**config.mk**
```make
export PLATFORM = sky130hd
export DESIGN_NAME = eth_decap_core
export DESIGN_NICKNAME = d
export VERILOG_FILES = /design/src/rtl/eth_decap_core.sv
export SDC_FILE = /design/constraint.sdc
export NUM_CORES = 1
export LEC_CHECK = 0
export CORE_ASPECT_RATIO = 1.1
export CORE_UTILIZATION = 50
export DETAILED_ROUTE_END_ITERATION = 6
export GPL_TIMING_DRIVEN = 1
export HOLD_SLACK_MARGIN = 0.15
export PLACE_DENSITY = 0.84
export SETUP_SLACK_MARGIN = 0.1
export SYNTH_ARGS = -nofsm -noshare
export SYNTH_HDL_FRONTEND = slang
export SYNTH_SLANG_ARGS = --single-unit
```
**constraint.sdc**
```tcl
create_clock -name eth_clk -period 8.73 [get_ports eth_clk]
set_clock_uncertainty 0.2 [all_clocks]
set_input_delay 1.746 -clock eth_clk [delete_from_list [all_inputs] [get_ports eth_clk]]
set_output_delay 1.746 -clock eth_clk [all_outputs]
set_load 0.1 [all_outputs]
```
**src/rtl/eth_decap_core.sv**
```systemverilog
// eth_decap_core: strips Eth/IPv4/UDP/NetTLP headers from 64-bit RX frames and steers payload to TLP, cmd or pciecfg FIFOs by UDP dport
module eth_decap_core #(
  parameter logic [15:0] udp_dport        = 16'h3000,
  parameter logic [15:0] udp_cmd_port     = 16'h3010,
  parameter logic [15:0] udp_pciecfg_port = 16'h3011
) (
  input  logic        eth_clk,
  input  logic        eth_rst,
  input  logic        eth_rx_tvalid,
  input  logic        eth_rx_tlast,
  input  logic [7:0]  eth_rx_tkeep,
  input  logic [63:0] eth_rx_tdata,
  input  logic        eth_rx_tuser,
  input  logic [47:0] adapter_reg_srcmac,
  input  logic [31:0] adapter_reg_srcip,
  output logic        tlp_wr_en,
  output logic [73:0] tlp_din,
  input  logic        tlp_almost_full,
  output logic        cmd_wr_en,
  output logic [63:0] cmd_din,
  input  logic        cmd_full,
  output logic        pciecfg_wr_en,
  output logic [63:0] pciecfg_din,
  input  logic        pciecfg_full,
  output logic [31:0] rx_pkt_cnt,
  output logic [31:0] rx_drop_cnt
);
  typedef enum logic [2:0] {RX_IDLE, RX_HDR, RX_TLP, RX_CMD, RX_CMD_WAIT, RX_DROP} state_t;
  state_t state, state_d;
  logic [2:0] cnt;
  logic skip;
  logic [47:0] dst_mac;
  logic [15:0] eth_type, dport, dport_off;
  logic [7:0] ver_ihl, proto;
  logic [31:0] daddr;
  logic [63:0] be, cmd_data;
  logic beat, filt_ok, is_tlp, is_cmd, is_cfg, go_ok;
  logic tlp_we, cmd_we, cfg_we, inc_pkt, inc_drop;
  for (genvar i = 0; i < 8; i++) begin : g_be
    assign be[63-8*i -: 8] = eth_rx_tdata[8*i +: 8];
  end
  assign beat      = eth_rx_tvalid && !skip;
  assign dport_off = dport - udp_dport;
  assign is_tlp    = dport >= udp_dport && dport_off < 16'd16;
  assign is_cmd    = dport == udp_cmd_port;
  assign is_cfg    = dport == udp_pciecfg_port;
  assign filt_ok   = (dst_mac == adapter_reg_srcmac || &dst_mac) && eth_type == 16'h0800 &&
                     ver_ihl == 8'h45 && proto == 8'd17 && daddr == adapter_reg_srcip;
  assign go_ok     = eth_rx_tuser && !(is_cfg ? pciecfg_full : cmd_full);
  always_comb begin
    state_d  = state;
    tlp_we   = 1'b0;
    cmd_we   = 1'b0;
    cfg_we   = 1'b0;
    inc_pkt  = 1'b0;
    inc_drop = 1'b0;
    case (state)
      RX_IDLE: if (beat) begin
        state_d  = eth_rx_tlast ? RX_IDLE : RX_HDR;
        inc_drop = eth_rx_tlast;
      end
      RX_HDR: if (beat) begin
        if (eth_rx_tlast) begin
          state_d  = RX_IDLE;
          inc_drop = 1'b1;
        end else if (cnt == 3'd5)
          state_d = (!filt_ok || !(is_tlp || is_cmd || is_cfg) || (is_tlp && tlp_almost_full)) ? RX_DROP :
                    is_tlp ? RX_TLP : RX_CMD;
      end
      RX_TLP: if (beat) begin
        tlp_we  = 1'b1;
        inc_pkt = eth_rx_tlast;
        state_d = eth_rx_tlast ? RX_IDLE : RX_TLP;
      end
      RX_CMD, RX_CMD_WAIT: if (beat) begin
        state_d  = eth_rx_tlast ? RX_IDLE : RX_CMD_WAIT;
        cmd_we   = eth_rx_tlast && go_ok && !is_cfg;
        cfg_we   = eth_rx_tlast && go_ok && is_cfg;
        inc_pkt  = eth_rx_tlast && go_ok;
        inc_drop = eth_rx_tlast && !go_ok;
      end
      RX_DROP: if (beat && eth_rx_tlast) begin
        state_d  = RX_IDLE;
        inc_drop = 1'b1;
      end
      default: state_d = RX_IDLE;
    endcase
  end
  always_ff @(posedge eth_clk)
    state <= eth_rst ? RX_IDLE : state_d;
  always_ff @(posedge eth_clk) begin
    if (eth_rst) begin
      skip          <= eth_rx_tvalid ? !eth_rx_tlast : (skip || state != RX_IDLE);
      tlp_wr_en     <= 1'b0;
      tlp_din       <= '0;
      cmd_wr_en     <= 1'b0;
      cmd_din       <= '0;
      pciecfg_wr_en <= 1'b0;
      pciecfg_din   <= '0;
      rx_pkt_cnt    <= '0;
      rx_drop_cnt   <= '0;
    end else begin
      if (eth_rx_tvalid && eth_rx_tlast) skip <= 1'b0;
      tlp_wr_en     <= tlp_we;
      cmd_wr_en     <= cmd_we;
      pciecfg_wr_en <= cfg_we;
      if (tlp_we) tlp_din <= {eth_rx_tlast & !eth_rx_tuser, eth_rx_tlast, eth_rx_tkeep, be[31:0], be[63:32]};
      if (cmd_we) cmd_din <= state == RX_CMD ? be : cmd_data;
      if (cfg_we) pciecfg_din <= state == RX_CMD ? be : cmd_data;
      rx_pkt_cnt  <= rx_pkt_cnt + 32'(inc_pkt);
      rx_drop_cnt <= rx_drop_cnt + 32'(inc_drop);
    end
  end
  always_ff @(posedge eth_clk) begin
    if (beat && state == RX_IDLE) begin
      dst_mac <= be[63:16];
      cnt     <= 3'd1;
    end
    if (beat && state == RX_HDR) begin
      cnt <= cnt + 3'd1;
      if (cnt == 3'd1) {eth_type, ver_ihl} <= be[31:8];
      if (cnt == 3'd2) proto <= be[7:0];
      if (cnt == 3'd3) daddr[31:16] <= be[15:0];
      if (cnt == 3'd4) {daddr[15:0], dport} <= {be[63:48], be[31:16]};
    end
    if (beat && state == RX_CMD) cmd_data <= be;
  end
endmodule

```
Yosys cells after proc, flatten, opt, wreduce, memory -nomap -nowiden
Index checks and enable logic that the tools add are counted.
{"block": "totals", "out_inout_bits": 269, "regBits": 468, "word_cells": 125, "input_bits": 160}
{"block": "op_classes", "n_eq_ne": 23, "order_cmp": 2, "n_bitwise": 1, "n_addsub": 4, "reduce_logical": 42, "muxes": 34}
{"operator": "adder 32 x 1 -> 32 bit", "n": 2}
{"operator": "two-way mux 64 bit", "n": 1}
{"operator": "== test 48 bit", "n": 1}
{"operator": "AND reduction 48 bit", "n": 1}
{"operator": "two-way mux 3 bit", "n": 11}
{"operator": "== test 16 x 14 -> 1 bit (second input constant)", "n": 2}
{"operator": "== test 32 bit", "n": 1}
{"operator": "two-way mux 1 bit", "n": 18}
{"operator": "logical AND 1 bit", "n": 17}
{"operator": "== test 16 x 12 -> 1 bit (second input constant)", "n": 1}
{"operator": "greater-or-equal comparator 16 x 14 -> 1 bit (second input constant)", "n": 1}
{"operator": "< comparator 16 x 5 -> 1 bit (second input constant)", "n": 1}
{"operator": "subtractor 16 x 14 -> 16 bit (second input constant)", "n": 1}
{"operator": "case mux 3 bit (5 select lines)", "n": 1}
{"operator": "== test 3 x 2 -> 1 bit (second input constant)", "n": 4}
{"operator": "== test 3 bit (second input constant)", "n": 4}
{"operator": "!= test 2 bit (second input constant)", "n": 5}
{"operator": "== test 8 x 5 -> 1 bit (second input constant)", "n": 1}
{"operator": "== test 8 x 7 -> 1 bit (second input constant)", "n": 1}
{"operator": "zero test 1 bit", "n": 8}
{"operator": "AND reduction 2 bit", "n": 4}
{"operator": "== test 3 x 1 -> 1 bit (second input constant)", "n": 2}
{"operator": "logical OR 1 bit", "n": 6}
{"operator": "AND reduction 6 bit", "n": 1}
{"operator": "other kinds (10)", "n": 11}

Depth between registers and ports, before layout
Gate-level depths: netlist (run 1).
{"block": "logic_depth", "depth_word": 14, "ltp_mapped": 15, "depth_no_buf": 14}

Least setup slack after synthesis (run 1)
Ideal clock, no wire load.
{"block": "synth_timing", "path_type": "input-to-reg", "start": "input port eth_rx_tvalid", "end": "register dst_mac[0], enable pin", "path_buffers": 0, "setup_time_ps": 573, "slack_ps": 1529, "cell_stages": 2, "arrival_ps": 6428, "path_cell_list": "nand2b_1 > nor4_1"}
{"block": "synth_between", "elab_chain_len": 2}
{"item": "from (decl)", "line_no": "9", "text": "input logic eth_rx_tvalid,"}
{"item": "logical AND 1 bit", "line_no": "42", "text": "assign beat = eth_rx_tvalid && !skip;"}
{"item": "logical AND 1 bit", "line_no": "115", "text": "if (beat && state == RX_IDLE) begin"}
{"item": "to (signal assigned)", "line_no": "116", "text": "dst_mac <= be[63:16];"}
{"item": "to (decl)", "line_no": "32", "text": "logic [47:0] dst_mac;"}
Every way passes these cells.
A chain may end at the register's enable or synchronous reset.

Worst setup path after layout (run 1)
{"block": "layout_timing", "start": "input port eth_rx_tvalid", "end": "register rx_pkt_cnt[26]"}
{"block": "layout_between", "elab_chain_len": 4, "word_cells_on_any_way": 5}
{"item": "logical AND 1 bit *", "line_no": "42"}
{"item": "two-way mux 1 bit (on tied branches)", "line_no": "75, 70"}
{"item": "case mux 1 bit (2 select lines) *", "line_no": "57", "text": "case (state)"}
{"item": "adder 32 x 1 -> 32 bit *", "line_no": "110", "text": "rx_pkt_cnt <= rx_pkt_cnt + 32'(inc_pkt);"}
{"item": "to (signal assigned)", "line_no": "110"}
{"item": "to (decl)", "line_no": "25", "text": "output logic [31:0] rx_pkt_cnt,"}
Every way passes the cells marked *; elsewhere a longest branch is shown, timed or not.

==> results_dict.tcl, run 1 <==
set metrics [dict create \
    outcome "finished, final reports clean" \
    finalNonFillerCells 2474 \
    dp.cells 2384 \
    hold_viol 0 \
    placeableCoreArea_sq_um 35200 \
    vias 13554 \
    cpPeakStageDelay_ns 0.53 \
    powerDensity_nw_per_um2 191 \
    async_flop_share_pct 0 \
    clock-root-buffer "clkbuf_16" \
    place_area_sq_um 22600 \
    cts-hold-fix-buffers 0 \
    switching_share_pct 21.1 \
    antenna_found_initial 7 \
    worst_slack_ns 3.96 \
    gp_congestion 0.858 \
    synth.distinct_cells 45 \
    cp.required_ns 9.00 \
    die_area_sq_um 36600 \
    path_class "primary input to flip-flop" \
    ys_seq_elements 468 \
    r2r_start "dport[6]$_DFFE_PP_" \
    wl_per_cell_um 20.9 \
    cts_resized 0 \
    clkSlewWorstSetupHoldPaths_ns 0.06 \
    worstPathMaxFanout 7 \
    cts-buffers-inserted 46 \
    power_frac_comb_pct 4.3 \
    grt_pass1_vias 13690 \
    synth_most_common_cell "dfxtp_1" \
    end_kind "flip-flop" \
    period_needed_ns 4.77 \
    drv_cap 0 \
    antenna_left 0 \
    p_switching_w 0.000979 \
    grt_pass1_wl_mm 78.5 \
    syn-cell-area_sq_um 17900 \
    drive_above_1_share_pct 7.80 \
    p_seq_share_pct 49.9 \
    synth_top_area_cell "edfxtp_1" \
    core.rowCount 72 \
    synth_edf_count 196 \
    post-route-period-util_pct 54.7 \
    cp.buffers_inverters 1 \
    grt_max_degree 149 \
    tightest_slew_ns 1.09 \
    crit_arrival_ns 5.04 \
    overflow 0 \
    place_ws_ns 3.48 \
    drt_iter0_markers 908 \
    setup_viol 0 \
    worstHoldStart "tlp_din[65]$_SDFFE_PP0P_" \
    ys.warnings.count 0 \
    syn_area_per_cell_sq_um 11.6 \
    post_cts_buffers 0 \
    hp-class "flip-flop to flip-flop" \
    ir_drop_v 0.000155 \
    clk-insertion-delay-late_ns 0.57 \
    cts_tree "done" \
    cp_top_family "simple AND/OR/NAND/NOR gates" \
    htreeDepth 2 \
    slowest_stage "clkdlybuf4s50_1" \
    p_leak_nw 8.21 \
    clock-sinks 468 \
    pwr-share-clk_pct 45.9 \
    syn_inst 1549 \
    nNetsFinal 2120 \
    worst_hold_slack_ns 0.257 \
    grt_use_total_pct 27.9 \
    path_cells "clkdlybuf4s50_1 > nand2_1 > nor2_1 > nand3b_1 > a21o_1 > o21ai_0 > ha_1 > ha_1 > and3_1 > nand4_1 > or3_1 > or3_1 > a21oi_1" \
    portBuffers 428 \
    synth_common_cells "dfxtp_1, nor2_1, edfxtp_1" \
    yosys.area.top_type_share_pct 32.8 \
    setup.worst_path.start "eth_rx_tvalid" \
    clock_path_buffers 3 \
    rsz0062_at_grt "false" \
    initial_utilization_pct 50.9 \
    yosys_most_used_dff "dfxtp_1" \
    stdcell_area_sq_um 24200 \
    internal-power_w 0.00366 \
    firstDrtPassIters 6 \
    drc_errors 0 \
    via_per_inst 5.48 \
    die_h_um 201 \
    synth_seq_area_share_pct 63.2 \
    startpoint_type "primary input" \
    setup_tns_ns 0 \
    max_slew_margin_pct 27.1 \
    synth.area.top_cells "edfxtp_1, dfxtp_1, nor2_1" \
    num_io_pins 429 \
    postSynthNetCount 1718 \
    die_width_um 183 \
    wl_mm 51.7 \
    dp_hpwl_mm 35.7 \
    syn2layout_area_growth_pct 35.2 \
    clock.fmax_mhz 210 \
    final_max_slew_viol_count 0 \
]
==> power by group through the flow <==
stage                      logic, W  registers, W  clock network, W
after floorplan           0.0000651       0.00236                 0
after CTS                  0.000198       0.00231           0.00216
final                      0.000197       0.00231           0.00213
after global routing       0.000209       0.00231           0.00224
after detailed placement   0.000196       0.00236                 0
after global placement     0.000194       0.00236                 0
==> worst paths after layout <==
path | endpoint | slack, ns | cells past startpoint
setup / recovery | rx_pkt_cnt[26]$_SDFF_PP0_ | 3.96 | 13
hold / removal | tlp_din[65]$_SDFFE_PP0P_ | 0.26 | 2
setup reg to reg | rx_drop_cnt[28]$_SDFF_PP0_ | 4.47 | 14
hold reg to reg | tlp_din[65]$_SDFFE_PP0P_ | 0.26 | 2
==> state kept, by name (all words and copies together), names as in the netlist, 8 cells and up <==
| name | cells |
|---|---|
| cmd_data | 64 |
| cmd_din | 64 |
| daddr | 32 |
| dport | 16 |
| dst_mac | 48 |
| eth_type | 16 |
| pciecfg_din | 64 |
| proto | 8 |
| rx_drop_cnt | 32 |
| rx_pkt_cnt | 32 |
| tlp_din | 74 |
| ver_ihl | 8 |
==> final cells by class <==
class | count | area (sq um)
Fill cell | 2460 | 11000
Tap cell | 481 | 602
Antenna cell | 5 | 12.5
Clock inverter | 29 | 382
Multi-Input combinational cell | 988 | 6260
Sequential cell | 468 | 11300
Clock buffer | 56 | 1250
Timing Repair Buffer | 440 | 4380
Inverter | 7 | 26.3
==> metrics by stage <==
step | util, % | total power (W)
3_5_place_dp | 64.2 | 0.00256
4_1_cts | 68.8 | 0.00467
5_1_grt | 68.8 | 0.00476
6_report | 68.8 | 0.00464
2_1_floorplan | - | 0.00243
3_3_place_gp | 64.2 | 0.00256
==> worst register-to-register path, stage by stage, from the launching register on <==
cell	delay, ns
edfxtp_1	0.37
or4_1	0.60
nor4_4	0.35
nand3_1	0.14
o211ai_1	0.16
a21boi_0	0.23
o31a_1	0.18
ha_1	0.19
ha_1	0.21
nand2_1	0.10
or3_1	0.33
nor4_1	0.62
nand3_1	0.19
xor2_1	0.19
nor2_1	0.05
==> cells by family (layout without fill, tap and decap cells) <==
group / Yosys count / after routing / synth area share, %
buffers and inverters: 93 / 532 / 2.16
AOI/OAI and AO/OA: 239 / 239 / 10.2
DFF: 468 / 468 / 63.2
muxes: 64 / 64 / 3.57
xor gates and xnor gates: 131 / 131 / 6.40
adders and majority gates: 9 / 9 / 0.628
other: 0 / 5 / 0
and+or+nand+nor: 545 / 545 / 13.9
==> cell usage in the layout, fill, tap and decap left out, types with 4 or more instances in the layout <==
cell,instances
a211oi_1,73
a211oi_2,56
a21oi_1,87
and2_1,5
and3_1,10
and4_1,4
buf_4,12
bufinv_16,8
clkbuf_1,6
clkbuf_16,48
clkdlybuf4s50_1,427
clkinv_2,8
dfxtp_1,272
diode_2,5
edfxtp_1,196
ha_1,9
inv_1,7
inv_6,4
mux2i_1,64
nand2_1,178
nand3_1,20
nand4_1,48
nor2_1,198
nor2b_1,9
nor3_1,10
nor4_1,18
nor4b_1,7
o21ai_0,14
or3_1,16
xnor2_1,71
xor2_1,60
==> metal layers <==
layer	up-vias	routed length (um)	GRT usage, %
li1	6337	-	-
met2	536	26700	49.9
met5	-	23	0
met3	107	3940	7.33
met4	4	1560	9.36
met1	6570	19500	31.9
No activity file was read; power rests on OpenSTA's default activity.
==> run 2, diff against run 1 <==
==> constraint.sdc (replaced) <==
create_clock -name eth_clk -period 4.91 [get_ports eth_clk]
set_clock_uncertainty 0.2 [all_clocks]
set_input_delay 0.982 -clock eth_clk [delete_from_list [all_inputs] [get_ports eth_clk]]
set_output_delay 0.982 -clock eth_clk [all_outputs]
set_load 0.1 [all_outputs]
==> results_dict.tcl, run 2 (synthesis gave the netlist of run 1 again) <==
set metrics [dict create \
    cts_tree "done" \
    syn2layout_area_growth_pct 35.2 \
    place_ws_ns 0.578 \
    setup_viol 0 \
    place_area_sq_um 22700 \
    num_io_pins 429 \
    firstDrtPassIters 5 \
    clock-sinks 468 \
    largest-register "tlp_din" \
    final_cell_mix "clkdlybuf4s50_1, dfxtp_1, nor2_1" \
    rsz0062_at_grt "false" \
    clk-insertion-delay-late_ns 0.57 \
    layout_commonest_cell "clkdlybuf4s50_1" \
    clock.fmax_mhz 244 \
    power_frac_comb_pct 4.4 \
    final-seq-area_sq_um 11300 \
    worstPathMaxFanout 4 \
    gp_congestion 0.852 \
    path_class "flip-flop to flip-flop" \
    drc_errors 0 \
    wl_mm 51.8 \
    crit_arrival_ns 4.32 \
    die_area_sq_um 36600 \
    p_switching_w 0.00172 \
    cts-hold-fix-buffers 0 \
    finalNonFillerCells 2477 \
    antenna_found_initial 9 \
    p_leak_nw 8.21 \
    period_needed_ns 4.10 \
    clock-root-buffer "clkbuf_16" \
    powerDensity_nw_per_um2 335 \
    internal-power_w 0.00640 \
    end_kind "flip-flop" \
    startpoint_type "flip-flop" \
    hp-class "flip-flop to flip-flop" \
    stdcell_area_sq_um 24300 \
    die_h_um 201 \
    hold_viol 0 \
    setup_tns_ns 0 \
    wl_per_cell_um 20.9 \
    nNetsFinal 2123 \
    hold_depth 2 \
    max_slew_margin_pct 27.1 \
    outcome "finished, final reports clean" \
    post-route-period-util_pct 83.5 \
    clkSlewWorstSetupHoldPaths_ns 0.06 \
    drive_above_1_share_pct 7.69 \
    grt_pass1_vias 13667 \
    nFillCells 2488 \
    portBuffers 428 \
    clock_path_buffers 3 \
    cts-buffers-inserted 46 \
    dp.cells 2387 \
    grt_max_degree 124 \
    ir_drop_v 0.000334 \
    dp_hpwl_mm 35.5 \
    cp.required_ns 5.13 \
    via_per_inst 5.51 \
    overflow 0 \
    final_max_slew_viol_count 0 \
    finalPower_w 0.00812 \
    htreeDepth 2 \
    placeableCoreArea_sq_um 35200 \
    p_seq_share_pct 50.7 \
    grt_use_total_pct 27.8 \
    core.rowCount 72 \
    ff2ff_path_depth 14 \
    switching_share_pct 21.2 \
    drt_iter0_markers 861 \
    initial_utilization_pct 50.9 \
    drv_cap 0 \
    cts_resized 0 \
    worst_slack_ns 0.809 \
    pwr-share-clk_pct 45.0 \
    grt_pass1_wl_mm 78.4 \
    post_cts_buffers 0 \
    tightest_slew_ns 1.09 \
    antenna_left 0 \
    die_width_um 183 \
    largest_reg_flops 74 \
    multi_input_area_sq_um 6270 \
    vias 13650 \
]
==> run 2: layout make-up <==
| class | count | area share, % |
|---|---|---|
| clock inverters | 22 | 1.17 |
| multi-input cells | 988 | 25.9 |
| flip-flops and latches | 468 | 46.7 |
| well taps | 481 | 2.48 |
| clock buffers | 61 | 5.24 |
| diodes | 7 | 0.0722 |
| repair buffers | 443 | 18.4 |
| inverters | 7 | 0.108 |
==> run 2: stage by stage <==
step / hold WS (ns) / util [%]
CTS: 0.255 / 68.8
finish: 0.253 / 68.9
global placement: 0.240 / 64.4
detailed placement: 0.247 / 64.4
global route: 0.272 / 68.8
floorplan: 0.373 / -
==> run 2: worst max-delay path, cell delays in order, from the launching register on <==
cell and delay [ns]:
edfxtp_1 0.36, or4_1 0.60, nor4_4 0.30, nand3_1 0.11, o211ai_1 0.17, a21boi_0 0.22
o31a_1 0.15, ha_1 0.17, ha_1 0.22, nand2_1 0.10, or3_1 0.33, nor4_1 0.63
nand3_1 0.17, xor2_1 0.18, nor2_1 0.05
==> run 2: layer usage <==
layer	global-route usage, %	wire length [um]	vias to the layer above
li1	-	-	6334
met1	32.6	19600	6634
met2	47.7	25800	553
met3	7.28	4210	125
met4	12.1	2090	4
met5	0	31	-
==> run 2: worst paths after layout <==
path / startpoint / to / slack (ns)
worst max-delay path: dport[5]$_DFFE_PP_ / rx_drop_cnt[28]$_SDFF_PP0_ / 0.81
worst min register to register: tlp_din[67]$_SDFFE_PP0P_ / tlp_din[67]$_SDFFE_PP0P_ / 0.25
worst max register to register: dport[5]$_DFFE_PP_ / rx_drop_cnt[28]$_SDFF_PP0_ / 0.81
worst min-delay path: tlp_din[67]$_SDFFE_PP0P_ / tlp_din[67]$_SDFFE_PP0P_ / 0.25
==> run 2: power by group through the flow <==
| stage | clock, W | sequential, W | combinational [W] |
|---|---|---|---|
| floorplan | 0 | 0.00420 | 0.000116 |
| global placement | 0 | 0.00420 | 0.000349 |
| detailed placement | 0 | 0.00420 | 0.000355 |
| CTS | 0.00370 | 0.00411 | 0.000358 |
| global route | 0.00385 | 0.00411 | 0.000377 |
| finish | 0.00365 | 0.00411 | 0.000356 |
